`config.mk`:
```
export PLATFORM = sky130hd
export DESIGN_NAME = baud_tick_gen_flat
export DESIGN_NICKNAME = d
export VERILOG_FILES = /design/src/rtl/baud_pkg.sv /design/src/rtl/baud_tick_gen_if.sv /design/src/rtl/mod_counter.sv /design/src/rtl/baud_tick_gen.sv /design/src/flat_wrapper.sv
export SDC_FILE = /design/constraint.sdc
export NUM_CORES = 1
export LEC_CHECK = 0
export BUFFER_PORTS_ARGS = -buffer_cell sky130_fd_sc_hd__buf_2
export CORE_MARGIN = 5
export CORE_UTILIZATION = 59
export DETAILED_ROUTE_END_ITERATION = 10
export PLACE_DENSITY = 0.91
export SLEW_MARGIN = 10
export SYNTH_ARGS = -nofsm -noshare
export SYNTH_HDL_FRONTEND = slang
export SYNTH_SLANG_ARGS = --single-unit
```
`constraint.sdc`:
```
create_clock -name clk -period 4.7 [get_ports clk]
set_input_delay 0.94 -clock clk [delete_from_list [all_inputs] [get_ports clk]]
set_output_delay 0.94 -clock clk [all_outputs]
set_load 0.01 [all_outputs]
```
`src/rtl/baud_pkg.sv`:
```
// ============================================================================
// Module      : baud_pkg
// Description : Shared mode encodings, state type and widths for baud_tick_gen.
// Revision    : 1.0 - initial release
// ============================================================================
`default_nettype none

package baud_pkg;

    localparam logic MODE_PERIODIC = 1'b0;
    localparam logic MODE_ONESHOT  = 1'b1;

    localparam int OSR_DEFAULT = 16;
    localparam int OSR_W       = $clog2(OSR_DEFAULT);

    typedef enum logic [0:0] {
        IDLE = 1'b0,
        RUN  = 1'b1
    } state_t;

endpackage

`default_nettype wire

```
`src/rtl/baud_tick_gen_if.sv`:
```
// ============================================================================
// Module      : baud_tick_gen_if
// Description : Control and tick bundle of baud_tick_gen; DivFrac exists only
//               when BAUD_FRAC_DIV_EN is defined.
// Revision    : 1.0 - initial release
// ============================================================================
`default_nettype none

interface baud_tick_gen_if #(
    parameter int DIV_W  = 16,
    parameter int NB_W   = 4
`ifdef BAUD_FRAC_DIV_EN
    ,
    parameter int FRAC_W = 4
`endif
);

    logic             Enable;
    logic             Start;
    logic             Stop;
    logic             Mode;
    logic [DIV_W-1:0] Divisor;
    logic [NB_W-1:0]  NumBits;
`ifdef BAUD_FRAC_DIV_EN
    logic [FRAC_W-1:0] DivFrac;
`endif

    logic             SampleTick;
    logic             MidTick;
    logic             BitTick;
    logic [NB_W-1:0]  BitCount;
    logic             Done;
    logic             Busy;

    modport master (
`ifdef BAUD_FRAC_DIV_EN
        output DivFrac,
`endif
        output Enable, Start, Stop, Mode, Divisor, NumBits,
        input  SampleTick, MidTick, BitTick, BitCount, Done, Busy
    );

    modport slave (
`ifdef BAUD_FRAC_DIV_EN
        input  DivFrac,
`endif
        input  Enable, Start, Stop, Mode, Divisor, NumBits,
        output SampleTick, MidTick, BitTick, BitCount, Done, Busy
    );

endinterface

`default_nettype wire

```
`src/rtl/mod_counter.sv`:
```
// ============================================================================
// Module      : mod_counter
// Description : Modulo counter 0..FinalValue with clear and wrap strobe.
// Revision    : 1.0 - initial release
// ============================================================================
`default_nettype none

module mod_counter #(
    parameter int WIDTH = 8
) (
    input  logic             clk,
    input  logic             Reset,
    input  logic             Enable,
    input  logic             Clear,
    input  logic [WIDTH-1:0] FinalValue,
    output logic [WIDTH-1:0] Count,
    output logic             Wrap
);

    logic [WIDTH-1:0] r_count;

    assign Wrap  = Enable & (r_count == FinalValue);
    assign Count = r_count;

    always_ff @(posedge clk or posedge Reset) begin
        if (Reset) begin
            r_count <= '0;
        end else if (Clear) begin
            r_count <= '0;
        end else if (Wrap) begin
            r_count <= '0;
        end else if (Enable) begin
            r_count <= r_count + 1'b1;
        end
    end

endmodule

`default_nettype wire

```
`src/rtl/baud_tick_gen.sv`:
```
// ============================================================================
// Module      : baud_tick_gen
// Description : Prescaled sample/mid/bit tick generator with frame Done pulse.
//               Optional fractional divisor enabled by macro BAUD_FRAC_DIV_EN.
// Revision    : 1.0 - initial release
// ============================================================================
`default_nettype none

module baud_tick_gen
    import baud_pkg::*;
#(
    parameter int DIV_W  = 16,
    parameter int OSR    = 16,
    parameter int NB_W   = 4,
    parameter int FRAC_W = 4
) (
    input  logic           clk,
    input  logic           Reset,
    baud_tick_gen_if.slave bus
);

    localparam int c_SMP_W = $clog2(OSR);
`ifdef BAUD_FRAC_DIV_EN
    localparam int c_PRE_W = DIV_W + 1;
`else
    localparam int c_PRE_W = DIV_W;
`endif
    localparam logic [c_SMP_W-1:0] c_SMP_LAST = c_SMP_W'(OSR - 1);
    localparam logic [c_SMP_W-1:0] c_SMP_MID  = c_SMP_W'(OSR / 2 - 1);

    generate
        if ((OSR < 2) || ((OSR % 2) != 0)) begin : g_bad_osr
            $error("baud_tick_gen: OSR must be even and at least 2");
        end
        if (FRAC_W < 1) begin : g_bad_frac
            $error("baud_tick_gen: FRAC_W must be at least 1");
        end
    endgenerate

    state_t             r_state;
    state_t             w_state_nxt;
    logic [DIV_W-1:0]   r_div_l;
    logic               r_mode;
    logic [NB_W-1:0]    r_nb_last;

    logic               w_busy;
    logic               w_latch;
    logic               w_clear;
    logic               w_run_en;
    logic               w_pre_wrap;
    logic               w_sample;
    logic               w_bit;
    logic               w_done;
    logic [c_PRE_W-1:0] w_pre;
    logic [c_PRE_W-1:0] w_pre_last;
    logic [c_SMP_W-1:0] w_smp;
    logic [NB_W-1:0]    w_bitcnt;

    assign w_busy   = (r_state == RUN);
    assign w_run_en = w_busy & bus.Enable;
    // Stop outranks Start, so a coincident Start never re-latches or re-arms.
    assign w_latch  = bus.Start & ~bus.Stop;
    assign w_clear  = bus.Start | bus.Stop | ~w_busy;
    assign w_sample = w_pre_wrap & (w_pre == w_pre_last);

    always_ff @(posedge clk or posedge Reset) begin
        if (Reset) begin
            r_div_l   <= '0;
            r_mode    <= MODE_PERIODIC;
            r_nb_last <= '0;
        end else if (w_latch) begin
            r_div_l   <= bus.Divisor;
            r_mode    <= bus.Mode;
            r_nb_last <= (bus.NumBits == '0) ? '0 : bus.NumBits - 1'b1;
        end
    end

`ifdef BAUD_FRAC_DIV_EN
    logic [FRAC_W-1:0] r_frac;
    logic [FRAC_W-1:0] r_acc;
    logic              r_ext;
    logic [FRAC_W:0]   w_acc_sum;

    assign w_acc_sum = {1'b0, r_acc} + {1'b0, r_frac};

    // A carry stretches the following prescaler period by one clock.
    always_ff @(posedge clk or posedge Reset) begin
        if (Reset) begin
            r_frac <= '0;
            r_acc  <= '0;
            r_ext  <= 1'b0;
        end else begin
            if (w_latch) begin
                r_frac <= bus.DivFrac;
            end
            if (bus.Start | bus.Stop) begin
                r_acc <= '0;
                r_ext <= 1'b0;
            end else if (w_sample) begin
                r_acc <= w_acc_sum[FRAC_W-1:0];
                r_ext <= w_acc_sum[FRAC_W];
            end
        end
    end

    assign w_pre_last = {1'b0, r_div_l} + c_PRE_W'(r_ext);
`else
    assign w_pre_last = r_div_l;
`endif

    mod_counter #(.WIDTH(c_PRE_W)) u_pre (
        .clk        (clk),
        .Reset      (Reset),
        .Enable     (w_run_en),
        .Clear      (w_clear),
        .FinalValue (w_pre_last),
        .Count      (w_pre),
        .Wrap       (w_pre_wrap)
    );

    mod_counter #(.WIDTH(c_SMP_W)) u_smp (
        .clk        (clk),
        .Reset      (Reset),
        .Enable     (w_sample),
        .Clear      (w_clear),
        .FinalValue (c_SMP_LAST),
        .Count      (w_smp),
        .Wrap       (w_bit)
    );

    mod_counter #(.WIDTH(NB_W)) u_bit (
        .clk        (clk),
        .Reset      (Reset),
        .Enable     (w_bit),
        .Clear      (w_clear),
        .FinalValue (r_nb_last),
        .Count      (w_bitcnt),
        .Wrap       (w_done)
    );

    always_ff @(posedge clk or posedge Reset) begin
        if (Reset) begin
            r_state <= IDLE;
        end else begin
            r_state <= w_state_nxt;
        end
    end

    always_comb begin
        w_state_nxt = r_state;
        case (r_state)
            IDLE: begin
                if (w_latch) begin
                    w_state_nxt = RUN;
                end
            end
            RUN: begin
                if (bus.Stop) begin
                    w_state_nxt = IDLE;
                end else if (bus.Start) begin
                    w_state_nxt = RUN;
                end else if (w_done && (r_mode == MODE_ONESHOT)) begin
                    w_state_nxt = IDLE;
                end
            end
            default: begin
                w_state_nxt = IDLE;
            end
        endcase
    end

    assign bus.SampleTick = w_sample;
    assign bus.MidTick    = w_sample & (w_smp == c_SMP_MID);
    assign bus.BitTick    = w_bit;
    assign bus.BitCount   = w_bitcnt;
    assign bus.Done       = w_done;
    assign bus.Busy       = w_busy;

endmodule

`default_nettype wire

```
`src/flat_wrapper.sv`:
```
// flat-port wrapper written by rule: the top's interface ports become plain ports
module baud_tick_gen_flat import baud_pkg::*;
#(
    parameter int DIV_W  = 16,
    parameter int OSR    = 16,
    parameter int NB_W   = 4,
    parameter int FRAC_W = 4
)
  (clk, Reset, bus_Enable, bus_Start, bus_Stop, bus_Mode, bus_Divisor, bus_NumBits, bus_SampleTick, bus_MidTick, bus_BitTick, bus_BitCount, bus_Done, bus_Busy);
  baud_tick_gen_if #(.DIV_W(DIV_W), .NB_W(NB_W)) bus_i ();
  input  logic clk;
  input  logic Reset;
  input wire logic [$bits(bus_i.Enable)-1:0] bus_Enable;
  input wire logic [$bits(bus_i.Start)-1:0] bus_Start;
  input wire logic [$bits(bus_i.Stop)-1:0] bus_Stop;
  input wire logic [$bits(bus_i.Mode)-1:0] bus_Mode;
  input wire logic [$bits(bus_i.Divisor)-1:0] bus_Divisor;
  input wire logic [$bits(bus_i.NumBits)-1:0] bus_NumBits;
  output wire logic [$bits(bus_i.SampleTick)-1:0] bus_SampleTick;
  output wire logic [$bits(bus_i.MidTick)-1:0] bus_MidTick;
  output wire logic [$bits(bus_i.BitTick)-1:0] bus_BitTick;
  output wire logic [$bits(bus_i.BitCount)-1:0] bus_BitCount;
  output wire logic [$bits(bus_i.Done)-1:0] bus_Done;
  output wire logic [$bits(bus_i.Busy)-1:0] bus_Busy;
  assign bus_i.Enable = bus_Enable;
  assign bus_i.Start = bus_Start;
  assign bus_i.Stop = bus_Stop;
  assign bus_i.Mode = bus_Mode;
  assign bus_i.Divisor = bus_Divisor;
  assign bus_i.NumBits = bus_NumBits;
  assign bus_SampleTick = bus_i.SampleTick;
  assign bus_MidTick = bus_i.MidTick;
  assign bus_BitTick = bus_i.BitTick;
  assign bus_BitCount = bus_i.BitCount;
  assign bus_Done = bus_i.Done;
  assign bus_Busy = bus_i.Busy;
  baud_tick_gen #(.DIV_W(DIV_W), .OSR(OSR), .NB_W(NB_W), .FRAC_W(FRAC_W)) u_core (.clk(clk), .Reset(Reset), .bus(bus_i));
endmodule
```
Word-level counts from Yosys, hierarchy flattened
Index checks and enable logic that the tools add are counted.

Output and inout bits: 9. ROM bits: 0. RAM bits: 0. Bits in latches: 0. Flip-flop bits (word level): 46. Bits of input ports: 26. Logic and storage cells: 46. Memories kept: 0.

$lt $le $gt $ge: 0. Mux-type cells: 15. Div/mod/pow operators: 0. Shift operators: 0. Bitwise operators: 11. Eq/ne operators: 4. Reductions and logical operators: 5. Add/sub/neg operators: 4. Multipliers: 0.

Operators by type and width (number): $mux W16 (3); $mux W4 (7); $add A16 B1 Y16 const B (1); $eq A16 B16 Y1 (1); $reduce_bool A3 Y1 (3); $add A4 B1 Y4 const B (2); $and A1 B1 Y1 (7); $eq A4 B3 Y1 const B (1); $eq A4 B4 Y1 (1); $eq A4 B4 Y1 const B (1); $logic_not A4 Y1 (1); $mux W1 (4); $sub A4 B1 Y4 const B (1); $not A1 Y1 (2); $or A1 B1 Y1 (2); $pmux W1 S2 (1); $logic_and A1 B1 Y1 (1).

Logic depth before layout (Yosys ltp)
Depth after elaboration: 10. Depth in mapped cells: 7. Depth with buffers taken out: 5.

Modules after synthesis
Synthesis repeated with hierarchy kept, for this count alone.

Cells, all modules: 265. Area, all modules: 2851.5 um^2.

Modules (own cells, without submodules): mod_counter at u_core.u_pre (area an instance 1166.1 um^2, sequential area each 400.4 um^2, cells each 111, instances 1); baud_tick_gen (area an instance 1094.8 um^2, sequential area each 550.5 um^2, cells each 92, instances 1); mod_counter at u_core.u_bit ... (area an instance 295.3 um^2, sequential area each 100.1 um^2, cells each 31, instances 2).

Least setup slack after synthesis
Ideal clock, no wire load.

Path type: input to output. Start: input bus_Enable. End: output bus_Done. Data required time: 3760 ps. Data arrival time: 1902 ps. Stages: 6. Setup slack: 1858 ps. Buffers on the path: 1. Path through: nand2_1 > nor4_1 > nand3_1 > buf_2 > or2_2 > nor2_1.

Longest elaborated chain between the ends: 5.

RTL lines: start: declaration (line flat_wrapper.sv:13) `input wire logic [$bits(bus_i.Enable)-1:0] bus_Enable;`; $and A1 B1 Y1 (line baud_tick_gen.sv:60) `assign w_run_en = w_busy & bus.Enable;`; $and A1 B1 Y1 (line mod_counter.sv:22) `assign Wrap = Enable & (r_count == FinalValue);`; $and A1 B1 Y1 (line baud_tick_gen.sv:64) `assign w_sample = w_pre_wrap & (w_pre == w_pre_last);`; $and A1 B1 Y1 (2 in a row) (line mod_counter.sv:22); end: declaration (line flat_wrapper.sv:23) `output wire logic [$bits(bus_i.Done)-1:0] bus_Done;`.

Every way passes these cells.

Worst setup path after layout
Ends and elaborated chain as after synthesis.

==> impl.org <==
** Drt
- Metal-1 WL :: 2235 um
- Via density per instance :: 5.722
- Total length of routed wires :: 5132 um
- Pre-Repair DR Iteration Count :: 4
- Highest layer used for signal routing :: met4
- Detailed routing placed a total of 264 um of wire on met3.
- After detailed routing, the average wire length per cell comes to 14.54 um.
- In this run the remaining antenna-violating nets after routing total 0.
- Routed wire length on met2 :: 2483 um
- The detailed router finished its first iteration with 164 violations.
- Detailed-route DRC error count :: 0
- Detailed routing inserted a total of 2020 vias.

** STA
- Hold violation count in the final report :: 0
- Static timing analysis puts the maximum clock frequency at 308.3 MHz.
- Setup repair after global routing left no endpoint under its margin.
- Final-report setup violation count :: 0
- Worst Clk Skew :: 0.006491 ns
- In this run the tightest slew margin relative to its limit is 23.07%.
- After layout, the worst path uses 69.01% of the clock period.
- Once routing completed, OpenROAD measured the worst setup slack at 1.457 ns.
- The total count of max-transition violations in the final report is 0.
- Min cycle time layout :: 3.243 ns
- Hold is met by 0.4886 ns.
- After routing, the total negative slack on setup checks comes to 0 ns.
- Tightest Pin Transition :: 1.150 ns

** Placed design
- The HPWL after detailed placement is 3800 um.
- Counting tap cells, the placed design contains a total of 345 instances.
- Post-placement cell area :: 2594 sq um
- Prior to clock tree synthesis, the placed netlist has a worst setup slack of 1.478 ns.
- Weighted congestion reported at the end of routability-driven placement :: 0.8380
- Number of buffer cells added on primary ports :: 34

** Power and ir drop
- Net switching component of the power :: 0.2203 mW
- Per report_power, the clock group accounts for 31.9% of the total.
- Net switching is 28.23% of the power.
- Sequential cell fraction of total power :: 56.2%
- IR analysis of the VDD net gives a maximum drop of 0.2679 mV.
- Dividing total power by cell area gives a power density of 290.4 nW/um^2.
- For this design the static power due to leakage is 1.302 nW.
- Relative contribution of combinational cells to total power :: 11.9%
- Cell Int Power :: 0.5599 mW

** Critical path
- Sum of buffers and inverters on the critical path :: 2
- The cell family contributing the most delay on the critical path is simple AND/OR/NAND/NOR gates.
- Traced cell by cell, the critical path runs through buf_2 -> nand2_1 -> nor4_1 -> nand3_1 -> or2_2 -> nor2_1 -> buf_2.
- Slowest cell on crit path :: sky130_fd_sc_hd__or2_2
- Counting stages on the worst path, the most repeated cell is sky130_fd_sc_hd__buf_2.
- The worst register-to-register path begins at u_core.u_pre.Count[7].
- Startpoint class of the critical path :: input port
- The most critical setup path has its startpoint at bus_Enable.
- Category of the critical setup timing path :: input port to output pin
- CP max FO :: 11
- The largest single stage delay on the critical path is 0.43 ns.
- Required time at the worst-slack endpoint :: 3.76 ns
- STA classifies the critical path endpoint as an output pin.
- At the worst endpoint, the arrival time is 2.30 ns.

** Synth
- Seq cells post-synth :: 46
- Share of synthesized registers carrying an async set or reset :: 100.0%
- Synthesis instantiated 35 different standard cells from the library.
- During synthesis, Yosys emitted a total of 0 warnings.
- Avg Cell Area, Syn :: 8.927 sq um
- Summing the sequential cell areas from Yosys gives 48.29% of the chip area.
- Synthesis produced 267 cells.
- Post-synth design cell area :: 2384 sq um
- When the netlist entered floorplanning its net count stood at 296.
- Counting flops with a built-in enable in the synthesized netlist gives 0.
- Most used flip-flop cell after synthesis :: sky130_fd_sc_hd__dfrtp_1

** Layout
- The layout has 301 filler cells.
- For this run, the number of standard cells in the final layout without fillers is 353.
- Area of combinational cells with multiple inputs :: 1187 sq um
- From synthesis to final layout, the design area changed by 12.70%.
- The sequential cells in the finished layout cover a total of 1151 sq um.
- Cells with a size suffix above 1 make up 15.18% of the layout.
- In the final design database the tool counted 331 nets.
- Once layout is done, the placed cells without fillers occupy 2686 sq um.
- 0 antenna diodes ended up in the layout.

** Hold path
- Source of the worst hold timing path :: u_core.r_mode
- In this run the worst hold path is classified as flop to flop.

** CTS
- TritonCTS created 5 clock buffers.
- Clock tree synthesis found a total of 46 sinks.
- Maximum clock path buffer count :: 2
- For this design, the CTS-stage hold fixing added 0 buffers.
- After clock tree synthesis, the clock-pin slew on the worst setup and hold paths is 0.08 ns.
- CTS placed an instance of sky130_fd_sc_hd__clkbuf_8 at the clock tree root.
- Clock H-tree levels :: 2
- Post-cts sizing count :: 0
- Clock tree from TritonCTS :: yes
- The number of setup buffers added after CTS is 0.
- Clock Latency Late Sink :: 0.31 ns

** Run
- The tool flagged a number of max-cap violations equal to 0.

** Floorplan
- In this run the vertical extent of the chip is 73.56 um.
- Initial core utilization :: 60.02%
- Io pins :: 35
- Measured along the x axis, the die boundary spans 73.56 um.
- Die area :: 5411 sq um
- Std cell rows :: 23
- The floorplan step defined a core boundary enclosing 3971 sq um.

** Global routing
- Maximum number of pins on one net before global-route repair :: 47
- For this run the aggregate overflow at the end of global routing stands at 0.
- The first global-routing pass estimated 8825 um of wire.
- Global routing used 21.29% of the available tracks.
- The number of global-route vias before repair came to 1911.
- Number of antenna violations at the first check in global routing :: 0

** Status
- The run finished with clean final reports.
## cells in the final DEF, fill, tap and decap left out, types with 2 or more instances in the layout
| master | netlist | final |
|---|---|---|
| sky130_fd_sc_hd__or4_1 | 4 | 4 |
| sky130_fd_sc_hd__dfrtp_1 | 46 | 46 |
| sky130_fd_sc_hd__nor2_1 | 24 | 24 |
| sky130_fd_sc_hd__clkinvlp_4 | 0 | 2 |
| sky130_fd_sc_hd__xor2_1 | 30 | 30 |
| sky130_fd_sc_hd__buf_2 | 3 | 34 |
| sky130_fd_sc_hd__inv_1 | 4 | 3 |
| sky130_fd_sc_hd__xnor2_1 | 3 | 3 |
| sky130_fd_sc_hd__nor3_1 | 5 | 5 |
| sky130_fd_sc_hd__nand2_1 | 68 | 68 |
| sky130_fd_sc_hd__o31ai_1 | 8 | 8 |
| sky130_fd_sc_hd__or3_1 | 2 | 2 |
| sky130_fd_sc_hd__mux2i_1 | 2 | 2 |
| sky130_fd_sc_hd__nand3b_1 | 2 | 2 |
| sky130_fd_sc_hd__clkbuf_8 | 0 | 5 |
| sky130_fd_sc_hd__ha_1 | 3 | 3 |
| sky130_fd_sc_hd__nor4_1 | 8 | 8 |
| sky130_fd_sc_hd__a21oi_1 | 8 | 8 |
| sky130_fd_sc_hd__nand3_1 | 12 | 12 |
| sky130_fd_sc_hd__o21ai_0 | 8 | 8 |
| sky130_fd_sc_hd__and3_1 | 5 | 5 |
| sky130_fd_sc_hd__nand4_1 | 3 | 3 |
| sky130_fd_sc_hd__a31oi_1 | 2 | 2 |
## metal layers
| layer | track usage, % | up-vias |
|---|---|---|
| met4 | 9.658 | 0 |
| met2 | 33.66 | 57 |
| met5 | 0 | - |
| met3 | 4.514 | 15 |
| met1 | 28.05 | 957 |
| li1 | - | 991 |
## flip-flops by register name (all words and copies together), names as in the netlist
| register | cells |
|---|---|
| u_core.u_smp.Count | 4 |
| u_core.u_bit.Count | 4 |
| u_core.r_mode | 1 |
| u_core.u_pre.Count | 16 |
| u_core.bus.Busy | 1 |
| u_core.r_div_l | 16 |
| u_core.r_nb_last | 4 |
## worst paths after layout
| kind | slack, ns | to | depth (start not counted) |
|---|---|---|---|
| min reg2reg | 0.49 | u_core.bus.Busy | 1 |
| min | 0.49 | u_core.bus.Busy | 1 |
| max reg2reg | 2.18 | u_core.u_pre.Count[0] | 5 |
| min in group asynchronous | 0.75 | u_core.u_pre.Count[3] | 3 |
| max in group asynchronous | 3.57 | u_core.r_div_l[10] | 3 |
| max | 1.46 | bus_Done | 7 |
## cell type report
type	instances	share of cell area [%]
clock buffer	5	2.562
clock inverter	3	0.8850
sequential	46	42.85
multi-input combinational	210	44.20
inverter	4	0.5589
timing repair buffer	35	6.614
tap	50	2.329
## power groups by stage
stage | clock [mW] | sequential [mW] | combinational, mW
final | 0.249 | 0.439 | 0.0930
after global routing | 0.270 | 0.441 | 0.106
after CTS | 0.253 | 0.438 | 0.0934
after detailed placement | 0 | 0.446 | 0.0920
after global placement | 0 | 0.445 | 0.0875
after floorplan | 0 | 0.441 | 0.0625
## cell usage after synthesis (all sizes together) (2+ instances only)
master / number / area share, %
nand2: 69 / 11
dfrtp: 46 / 48
xor2: 30 / 11
nor2: 24 / 3.8
nand3: 12 / 2.5
o21ai: 9 / 1.9
a21oi: 8 / 1.7
nor4: 8 / 2.1
o31ai: 8 / 2.5
and3: 5 / 1.3
nor3: 5 / 1.0
clkbuf: 4 / 0.63
inv: 4 / 0.63
or4: 4 / 1.3
buf: 3 / 0.63
ha: 3 / 1.6
nand4: 3 / 0.79
xnor2: 3 / 1.1
a31oi: 2 / 0.52
mux2i: 2 / 0.84
nand3b: 2 / 0.63
or3: 2 / 0.52
or4b: 2 / 0.84
## metrics by stage
step | util (%) | power, mW
final | 67.64 | 0.7802
after floorplan | - | 0.5032
after global placement | 65.31 | 0.5326
after detailed placement | 65.31 | 0.5383
after global routing | 67.64 | 0.8169
after CTS | 67.64 | 0.7841
## cells by family (layout without fill, tap and decap cells)
kind of cell	count (synthesis)	count (layout)	synth area share, %
adders and majority gates	3	3	1.575
xor gates and xnor gates	33	33	12.13
DFF	46	46	48.29
buffers and inverters	11	47	1.889
and+or+nand+nor	143	143	27.98
muxes	2	2	0.8399
AOI/OAI and AO/OA	29	29	7.297
Power figures use the tool's default switching activity.
